<file path="config.mk">
export PLATFORM = sky130hd
export DESIGN_NAME = trap_controller
export DESIGN_NICKNAME = d
export VERILOG_FILES = /design/src/rtl/trap_controller.sv
export SDC_FILE = /design/constraint.sdc
export NUM_CORES = 1
export LEC_CHECK = 0
export CORE_MARGIN = 8
export CORE_UTILIZATION = 30
export DETAILED_ROUTE_END_ITERATION = 10
export DONT_BUFFER_PORTS = 1
export SYNTH_ARGS = -nofsm -noshare
export SYNTH_HDL_FRONTEND = slang
export SYNTH_SLANG_ARGS = --single-unit
</file>
<file path="constraint.sdc">
create_clock -name clk -period 4 [get_ports clk]
set_clock_uncertainty 0.2 [all_clocks]
set_input_delay 1 -clock clk [delete_from_list [all_inputs] [get_ports clk]]
set_output_delay 1 -clock clk [all_outputs]
set_load 0.01 [all_outputs]
</file>
<file path="src/rtl/trap_controller.sv">
`timescale 1ns/1ps
// ---------------------------------------------------------------------------
// trap_controller
//
// Machine-mode trap sequencer. It takes synchronous exceptions from the
// core's exception encoder and three level-sensitive interrupt lines. It
// commits mepc/mcause/mtval/mstatus, redirects fetch to mtvec, and handles
// mret by returning to mepc. It also owns the machine trap CSRs and serves
// their reads and writes on the CSR bus.
//
// Build option:
//   VECTORED_IRQ_EN - when defined, mtvec.MODE is writable. With MODE=1,
//                     interrupts vector to BASE + 4*cause. When undefined,
//                     MODE reads 2'b00 and every trap goes to BASE.
//
// Ports:
//   clk, reset_n           core clock, asynchronous active-low reset
//   exception_i            synchronous exception this cycle
//   exception_code_i       5-bit cause code (passed through unchecked)
//   exc_pc_i, exc_tval_i   faulting pc and trap value
//   mret_i                 mret retiring this cycle
//   irq_sw_i/irq_timer_i/irq_ext_i  level interrupt lines (MSIP/MTIP/MEIP)
//   irq_accept_i           pipeline at an instruction boundary
//   irq_pc_i               pc saved to mepc when an interrupt is taken
//   csr_we_i, csr_addr_i, csr_wdata_i   CSR write port
//   csr_rdata_o            combinational read of csr_addr_i (0 if not owned)
//   redirect_o             one-cycle fetch redirect + flush
//   redirect_pc_o          redirect target (0 when not redirecting)
//   busy_o                 high in TRAP/RET so the front end stalls
// ---------------------------------------------------------------------------
module trap_controller #(
    parameter int unsigned     XLEN      = 32,
    parameter logic [XLEN-1:0] MTVEC_RST = '0
) (
    input  logic            clk,
    input  logic            reset_n,
    input  logic            exception_i,
    input  logic [4:0]      exception_code_i,
    input  logic [XLEN-1:0] exc_pc_i,
    input  logic [XLEN-1:0] exc_tval_i,
    input  logic            mret_i,
    input  logic            irq_sw_i,
    input  logic            irq_timer_i,
    input  logic            irq_ext_i,
    input  logic            irq_accept_i,
    input  logic [XLEN-1:0] irq_pc_i,
    input  logic            csr_we_i,
    input  logic [11:0]     csr_addr_i,
    input  logic [XLEN-1:0] csr_wdata_i,
    output logic [XLEN-1:0] csr_rdata_o,
    output logic            redirect_o,
    output logic [XLEN-1:0] redirect_pc_o,
    output logic            busy_o
);

    localparam logic [11:0] CSR_MSTATUS = 12'h300;
    localparam logic [11:0] CSR_MIE     = 12'h304;
    localparam logic [11:0] CSR_MTVEC   = 12'h305;
    localparam logic [11:0] CSR_MEPC    = 12'h341;
    localparam logic [11:0] CSR_MCAUSE  = 12'h342;
    localparam logic [11:0] CSR_MTVAL   = 12'h343;
    localparam logic [11:0] CSR_MIP     = 12'h344;

    typedef enum logic [1:0] {
        ST_IDLE = 2'd0,
        ST_TRAP = 2'd1,
        ST_RET  = 2'd2
    } state_e;

    state_e            state_q, state_d;
    logic              mstatus_mie_q, mstatus_mie_d;
    logic              mstatus_mpie_q, mstatus_mpie_d;
    // Only the three implemented enables are stored: {MEIE, MTIE, MSIE}.
    logic [2:0]        mie_q, mie_d;
    logic [XLEN-3:0]   mtvec_base_q, mtvec_base_d;
`ifdef VECTORED_IRQ_EN
    logic              mtvec_mode_q, mtvec_mode_d;
`endif
    // mepc bits 1:0 always read zero, so only the upper bits are kept.
    logic [XLEN-3:0]   mepc_q, mepc_d;
    logic [XLEN-1:0]   mcause_q, mcause_d;
    logic [XLEN-1:0]   mtval_q, mtval_d;
    logic              redirect_q, redirect_d;
    logic              busy_q, busy_d;
    logic [XLEN-1:0]   redirect_pc_q, redirect_pc_d;

    logic [2:0]        mip_vec;
    logic [2:0]        irq_enabled;
    logic              irq_pending;
    logic [3:0]        irq_cause;
    logic              take_irq;
    logic [XLEN-1:0]   trap_target;

    assign mip_vec     = {irq_ext_i, irq_timer_i, irq_sw_i};
    assign irq_enabled = mie_q & mip_vec;
    assign irq_pending = mstatus_mie_q && (irq_enabled != 3'b000) && irq_accept_i;

    // Fixed interrupt priority: external, then software, then timer.
    always_comb begin
        if (irq_enabled[2]) begin
            irq_cause = 4'd11;
        end else if (irq_enabled[0]) begin
            irq_cause = 4'd3;
        end else begin
            irq_cause = 4'd7;
        end
    end

    // Next-state logic. CSR-bus writes are applied first, and a trap or mret
    // commit then overrides the trap CSRs, so the trap wins on a collision.
    // The registered outputs come from the next state, so redirect_o is high
    // for exactly the cycle spent in TRAP or RET.
    always_comb begin
        state_d        = state_q;
        mstatus_mie_d  = mstatus_mie_q;
        mstatus_mpie_d = mstatus_mpie_q;
        mie_d          = mie_q;
        mtvec_base_d   = mtvec_base_q;
`ifdef VECTORED_IRQ_EN
        mtvec_mode_d   = mtvec_mode_q;
`endif
        mepc_d         = mepc_q;
        mcause_d       = mcause_q;
        mtval_d        = mtval_q;
        redirect_d     = 1'b0;
        busy_d         = 1'b0;
        redirect_pc_d  = '0;
        take_irq       = 1'b0;

        if (csr_we_i) begin
            case (csr_addr_i)
                CSR_MSTATUS: begin
                    mstatus_mie_d  = csr_wdata_i[3];
                    mstatus_mpie_d = csr_wdata_i[7];
                end
                CSR_MIE:    mie_d        = {csr_wdata_i[11], csr_wdata_i[7], csr_wdata_i[3]};
                CSR_MTVEC: begin
                    mtvec_base_d = csr_wdata_i[XLEN-1:2];
`ifdef VECTORED_IRQ_EN
                    mtvec_mode_d = csr_wdata_i[0];
`endif
                end
                CSR_MEPC:   mepc_d       = csr_wdata_i[XLEN-1:2];
                CSR_MCAUSE: mcause_d     = csr_wdata_i;
                CSR_MTVAL:  mtval_d      = csr_wdata_i;
                default: ;
            endcase
        end

        case (state_q)
            ST_IDLE: begin
                if (exception_i) begin
                    state_d        = ST_TRAP;
                    mepc_d         = exc_pc_i[XLEN-1:2];
                    mcause_d       = {1'b0, {(XLEN-6){1'b0}}, exception_code_i};
                    mtval_d        = exc_tval_i;
                    mstatus_mpie_d = mstatus_mie_q;
                    mstatus_mie_d  = 1'b0;
                end else if (irq_pending) begin
                    state_d        = ST_TRAP;
                    take_irq       = 1'b1;
                    mepc_d         = irq_pc_i[XLEN-1:2];
                    mcause_d       = {1'b1, {(XLEN-5){1'b0}}, irq_cause};
                    mtval_d        = '0;
                    mstatus_mpie_d = mstatus_mie_q;
                    mstatus_mie_d  = 1'b0;
                end else if (mret_i) begin
                    state_d        = ST_RET;
                    mstatus_mie_d  = mstatus_mpie_q;
                    mstatus_mpie_d = 1'b1;
                end
            end
            // Younger work is being flushed, so every request is dropped here.
            ST_TRAP, ST_RET: state_d = ST_IDLE;
            default:         state_d = ST_IDLE;
        endcase

        // The target uses the mtvec value seen during the TRAP cycle, which
        // includes an mtvec write that lands on the same edge.
        trap_target = {mtvec_base_d, 2'b00};
`ifdef VECTORED_IRQ_EN
        if (mtvec_mode_d && take_irq) begin
            trap_target = trap_target + {{(XLEN-6){1'b0}}, irq_cause, 2'b00};
        end
`endif

        if (state_d == ST_TRAP) begin
            redirect_d    = 1'b1;
            busy_d        = 1'b1;
            redirect_pc_d = trap_target;
        end else if (state_d == ST_RET) begin
            redirect_d    = 1'b1;
            busy_d        = 1'b1;
            redirect_pc_d = {mepc_d, 2'b00};
        end
    end

    // State, trap CSRs and registered outputs in one clocked process.
    always_ff @(posedge clk or negedge reset_n) begin
        if (!reset_n) begin
            state_q        <= ST_IDLE;
            mstatus_mie_q  <= 1'b0;
            mstatus_mpie_q <= 1'b0;
            mie_q          <= 3'b000;
            mtvec_base_q   <= MTVEC_RST[XLEN-1:2];
`ifdef VECTORED_IRQ_EN
            mtvec_mode_q   <= MTVEC_RST[0];
`endif
            mepc_q         <= '0;
            mcause_q       <= '0;
            mtval_q        <= '0;
            redirect_q     <= 1'b0;
            busy_q         <= 1'b0;
            redirect_pc_q  <= '0;
        end else begin
            state_q        <= state_d;
            mstatus_mie_q  <= mstatus_mie_d;
            mstatus_mpie_q <= mstatus_mpie_d;
            mie_q          <= mie_d;
            mtvec_base_q   <= mtvec_base_d;
`ifdef VECTORED_IRQ_EN
            mtvec_mode_q   <= mtvec_mode_d;
`endif
            mepc_q         <= mepc_d;
            mcause_q       <= mcause_d;
            mtval_q        <= mtval_d;
            redirect_q     <= redirect_d;
            busy_q         <= busy_d;
            redirect_pc_q  <= redirect_pc_d;
        end
    end

    // CSR read mux. mstatus.MPP is hardwired to machine mode, and mip shows
    // the live interrupt lines rather than a latched copy.
    always_comb begin
        csr_rdata_o = '0;
        case (csr_addr_i)
            CSR_MSTATUS: begin
                csr_rdata_o[12:11] = 2'b11;
                csr_rdata_o[7]     = mstatus_mpie_q;
                csr_rdata_o[3]     = mstatus_mie_q;
            end
            CSR_MIE: begin
                csr_rdata_o[11] = mie_q[2];
                csr_rdata_o[7]  = mie_q[1];
                csr_rdata_o[3]  = mie_q[0];
            end
`ifdef VECTORED_IRQ_EN
            CSR_MTVEC:  csr_rdata_o = {mtvec_base_q, 1'b0, mtvec_mode_q};
`else
            CSR_MTVEC:  csr_rdata_o = {mtvec_base_q, 2'b00};
`endif
            CSR_MEPC:   csr_rdata_o = {mepc_q, 2'b00};
            CSR_MCAUSE: csr_rdata_o = mcause_q;
            CSR_MTVAL:  csr_rdata_o = mtval_q;
            CSR_MIP: begin
                csr_rdata_o[11] = irq_ext_i;
                csr_rdata_o[7]  = irq_timer_i;
                csr_rdata_o[3]  = irq_sw_i;
            end
            default: ;
        endcase
    end

    assign redirect_o    = redirect_q;
    assign busy_o        = busy_q;
    assign redirect_pc_o = redirect_pc_q;

endmodule

</file>
; ---- Yosys cells after proc, flatten, opt, wreduce, memory -nomap -nowiden
; Cells that the tools add are included.
[word_totals]
reg_bits = 164
in_bits = 154
out_inout_bits = 66
[op_classes]
n_eq_ne = 9
mux = 47
bitwise = 1
n_reduce_logical = 5
[op_table]
columns = cell, n
row1 = $mux 32, 12
row2 = $mux 30, 7
row3 = $eq 12x10->1 const B, 7
row4 = $pmux 19 s4, 1
row5 = $pmux 3 s4, 3
row6 = $pmux 1 s7, 3
row7 = $mux 1, 14
row8 = $mux 2, 4
row9 = $pmux 1 s5, 1
row10 = $mux 4, 1
row11 = $and 3x3->3, 1
row12 = $mux 3, 1
row13 = $reduce_bool 3->1, 1
row14 = $eq 2x1->1 const B, 1
row15 = $eq 2x2->1 const B, 1
row16 = $logic_and 1x1->1, 2
row17 = $logic_not 2->1, 1
row18 = $reduce_and 2->1, 1

; ---- Longest topological paths before layout
[depth]
depth_word = 10
ltp_mapped = 11
depth_no_buf = 9

; ---- Worst setup path before layout
; OpenSTA, ideal clock, no wires.
[synth_path]
path_type = input-to-output
from = input port csr_addr_i[3]
to = output port csr_rdata_o[24]
t_arrival_ns = 2.624
t_required_ns = 2.800
slack_ns = 0.176
path_stages = 6
path_cell_list = or4_4 buf_6 or4_1 buf_2 buf_6 o21ai_1
[synth_between]
elab_chain_len = 2
[synth_rtl]
columns = item, line_no
row1 = "start, declared", 48  ; input logic [11:0] csr_addr_i,
row2 = $eq 12x10->1, 237  ; case (csr_addr_i)
row3 = $pmux 19 s4 (*), 237
row4 = "end, declared", 50  ; output logic [XLEN-1:0] csr_rdata_o,
; Every way passes the cells marked *; elsewhere a longest branch is shown, timed or not.

; ---- Worst setup path after layout
[layout_path]
from = input port csr_addr_i[3]
to = output port csr_rdata_o[22]
; Same word-level chain as after synthesis.

==> flow_summary.json <==
{
  "antenna_found_initial": 0,
  "area_growth_pct": 13.1,
  "port_buffers": 0,
  "clk_latency_ns": 0.43,
  "cp_data_arrival_time_ns": 2.78,
  "hold_violations": 0,
  "synth_cell_types": 49,
  "grt_pass1_wl_mm": 45.9,
  "postCtsSetupBuffers": 0,
  "ys_warn_count": 0,
  "drt_iter0_markers": 432,
  "wire_per_inst_um": 23.8,
  "rrSetupSlack_ns": 0.80,
  "rows": 62,
  "slew_violations": 0,
  "cts_tree": "done",
  "period_share_pct": 99.4,
  "gp_congestion": 0.777,
  "num_antenna_cells": 0,
  "fmax_mhz": 252,
  "p_per_area_nw_per_um2": 407,
  "dr.pass1.iters": 5,
  "io_pins": 220,
  "grt_pass1_vias": 7405,
  "crit_slowest_cell": "or4_2",
  "tightestPinTransition_ns": 0.933,
  "syn_avg_cell_area_um2": 9.64,
  "cts_buffers": 17,
  "hpwl_mm": 19.9,
  "mostFrequentLayoutCell": "nand2_1",
  "cap_viol_max_count": 0,
  "cts_sinks": 162,
  "final_cell_mix": "nand2_1, dfrtp_1, mux2i_1, inv_1, o21ai_1",
  "die_h_um": 185,
  "total_power_mw": 3.95,
  "dp_slack_ns": -0.0772,
  "antenna_left": 0,
  "timing.final.ws_setup_ns": 0.0240,
  "clockBufferDepth": 2,
  "cts-root-buf": "clkbuf_16",
  "wirelength_mm": 30.5,
  "setup_viol": 0,
  "cp_max_fo": 18,
  "path_cells": "or4_4 > or4_2 > buf_6 > o21ai_2 > buf_4",
  "grt_max_degree": 163,
  "startpoint_type": "input pin",
  "drc": 0,
  "synth_flop_cell": "dfrtp_1",
  "core_um2": 28400,
  "holdBufCountCts": 0,
  "rr_worst_depth": 9,
  "leakage_nw": 4.73,
  "setup_tns_ns": 0,
  "async_flop_share_pct": 100,
  "via_count": 6954,
  "min_period_ns": 3.98,
  "synth-edff-count": 0,
  "hp-class": "input pin to asynchronous set/reset pin",
  "slowest_delay_ns": 0.67,
  "viasPerCell": 5.44,
  "grt_overflow": 0,
  "die_area_um2": 34200,
  "cp-end-kind": "output port",
  "initial_core_util_pct": 30.2,
  "fin_nets": 1037,
  "relSlewSlack_pct": 37.8,
  "drive_gt1_share_pct": 11.9,
  "path_class": "input pin to output port",
  "synth-seq-cells": 162,
  "ys_seq_area_share_pct": 47.3,
  "syn_area_um2": 8570,
  "status": "completed",
  "clk_pin_slew_worst_paths_ns": 0.07,
  "htreeDepth": 4,
  "peakVddDrop_mv": 0.279,
  "syn_inst": 889,
  "cp.required_ns": 2.80,
  "die_w_um": 185,
  "grt_usage_pct": 17.9,
  "rsz0062_at_grt": "true"
}
-- metrics by stage --
step	hold WS, ns	util (%)	cells	instance area (um2)
after floorplan	0.275	-	890	8580
after global placement	0.291	31.9	1246	9070
after detailed placement	0.298	31.9	1246	9070
after CTS	0.0381	34.1	1278	9690
after global routing	0.0443	34.2	1278	9700
final	0.0683	34.2	1278	9700
-- cells by family after synthesis --
group | after synthesis | share of synthesized area [%]
flip-flops | 162 | 47.3
buffers and inverters | 138 | 7.19
adder cells (fa/ha/maj) | 2 | 0.292
other | 1 | 0.0437
multiplexers | 140 | 16.4
AND/OR/NAND/NOR | 224 | 11.6
AO/OA/AOI/OAI | 222 | 17.1
-- worst max-delay path: cells and delay by family --
kind                   cells  cell delay [ns]
AND/OR/NAND/NOR            2             1.22
buffers and inverters      2             0.35
AO/OA/AOI/OAI              1             0.18
-- routing by layer --
layer	share of wire, %	GRT usage, %	vias to the layer above	wire length [um]
met5	0	0	-	0
met4	1.6	5.22	0	496
met3	7.7	5.22	41	2340
met2	47	29.3	275	14400
met1	43	22.7	3495	13200
li1	-	-	3143	-
-- registers in the layout, indices dropped and copies added (netlist names), 2 cells and up --
name           flops
mie_q              3
state_q            2
mcause_q          32
redirect_pc_o     30
mtval_q           32
mtvec_base_q      30
mepc_q            30
-- synthesized netlist by cell type (all sizes together) (14+ instances only) --
library cell	n	area (um2)
a21oi	23	115
a22oi	28	210
buf	28	204
clkbuf	47	176
dfrtp	162	4050
inv	63	236
mux2i	134	1340
nand2	176	661
nor2	14	52.6
o21ai	90	450
o221ai	30	263
o41ai	30	263
-- power breakdown --
| group | switching (mW) | total [mW] | internal, mW |
|---|---|---|---|
| Clock | 0.757 | 1.70 | 0.941 |
| Sequential | 0.0848 | 1.86 | 1.77 |
| Combinational | 0.239 | 0.391 | 0.152 |
-- repair_timing --
action                     in CTS  in global routing
pin swaps                       0                  0
gates resized for setup         8                  6
setup endpoints to repair       7                  9
-- area by class of cell --
class | count | area (um2)
Tap cell | 384 | 480
Inverter | 63 | 238
Timing Repair Buffer | 47 | 380
Fill cell | 2933 | 18700
Multi-Input combinational cell | 590 | 3950
Clock buffer | 17 | 425
Sequential cell | 162 | 4050
Clock inverter | 15 | 170
-- worst paths after layout --
kind / start / endpoint
worst max-delay path: csr_addr_i[3] / csr_rdata_o[22]
worst min-delay path: reset_n / mcause_q[4]
worst max register to register: mie_q[0] / redirect_pc_o[15]
worst min register to register: mtvec_base_q[4] / mtvec_base_q[4]
max in group asynchronous: reset_n / mepc_q[15]
min in group clk: mtvec_base_q[4] / mtvec_base_q[4]
Note: power is estimated with default switching activity, not from simulation.
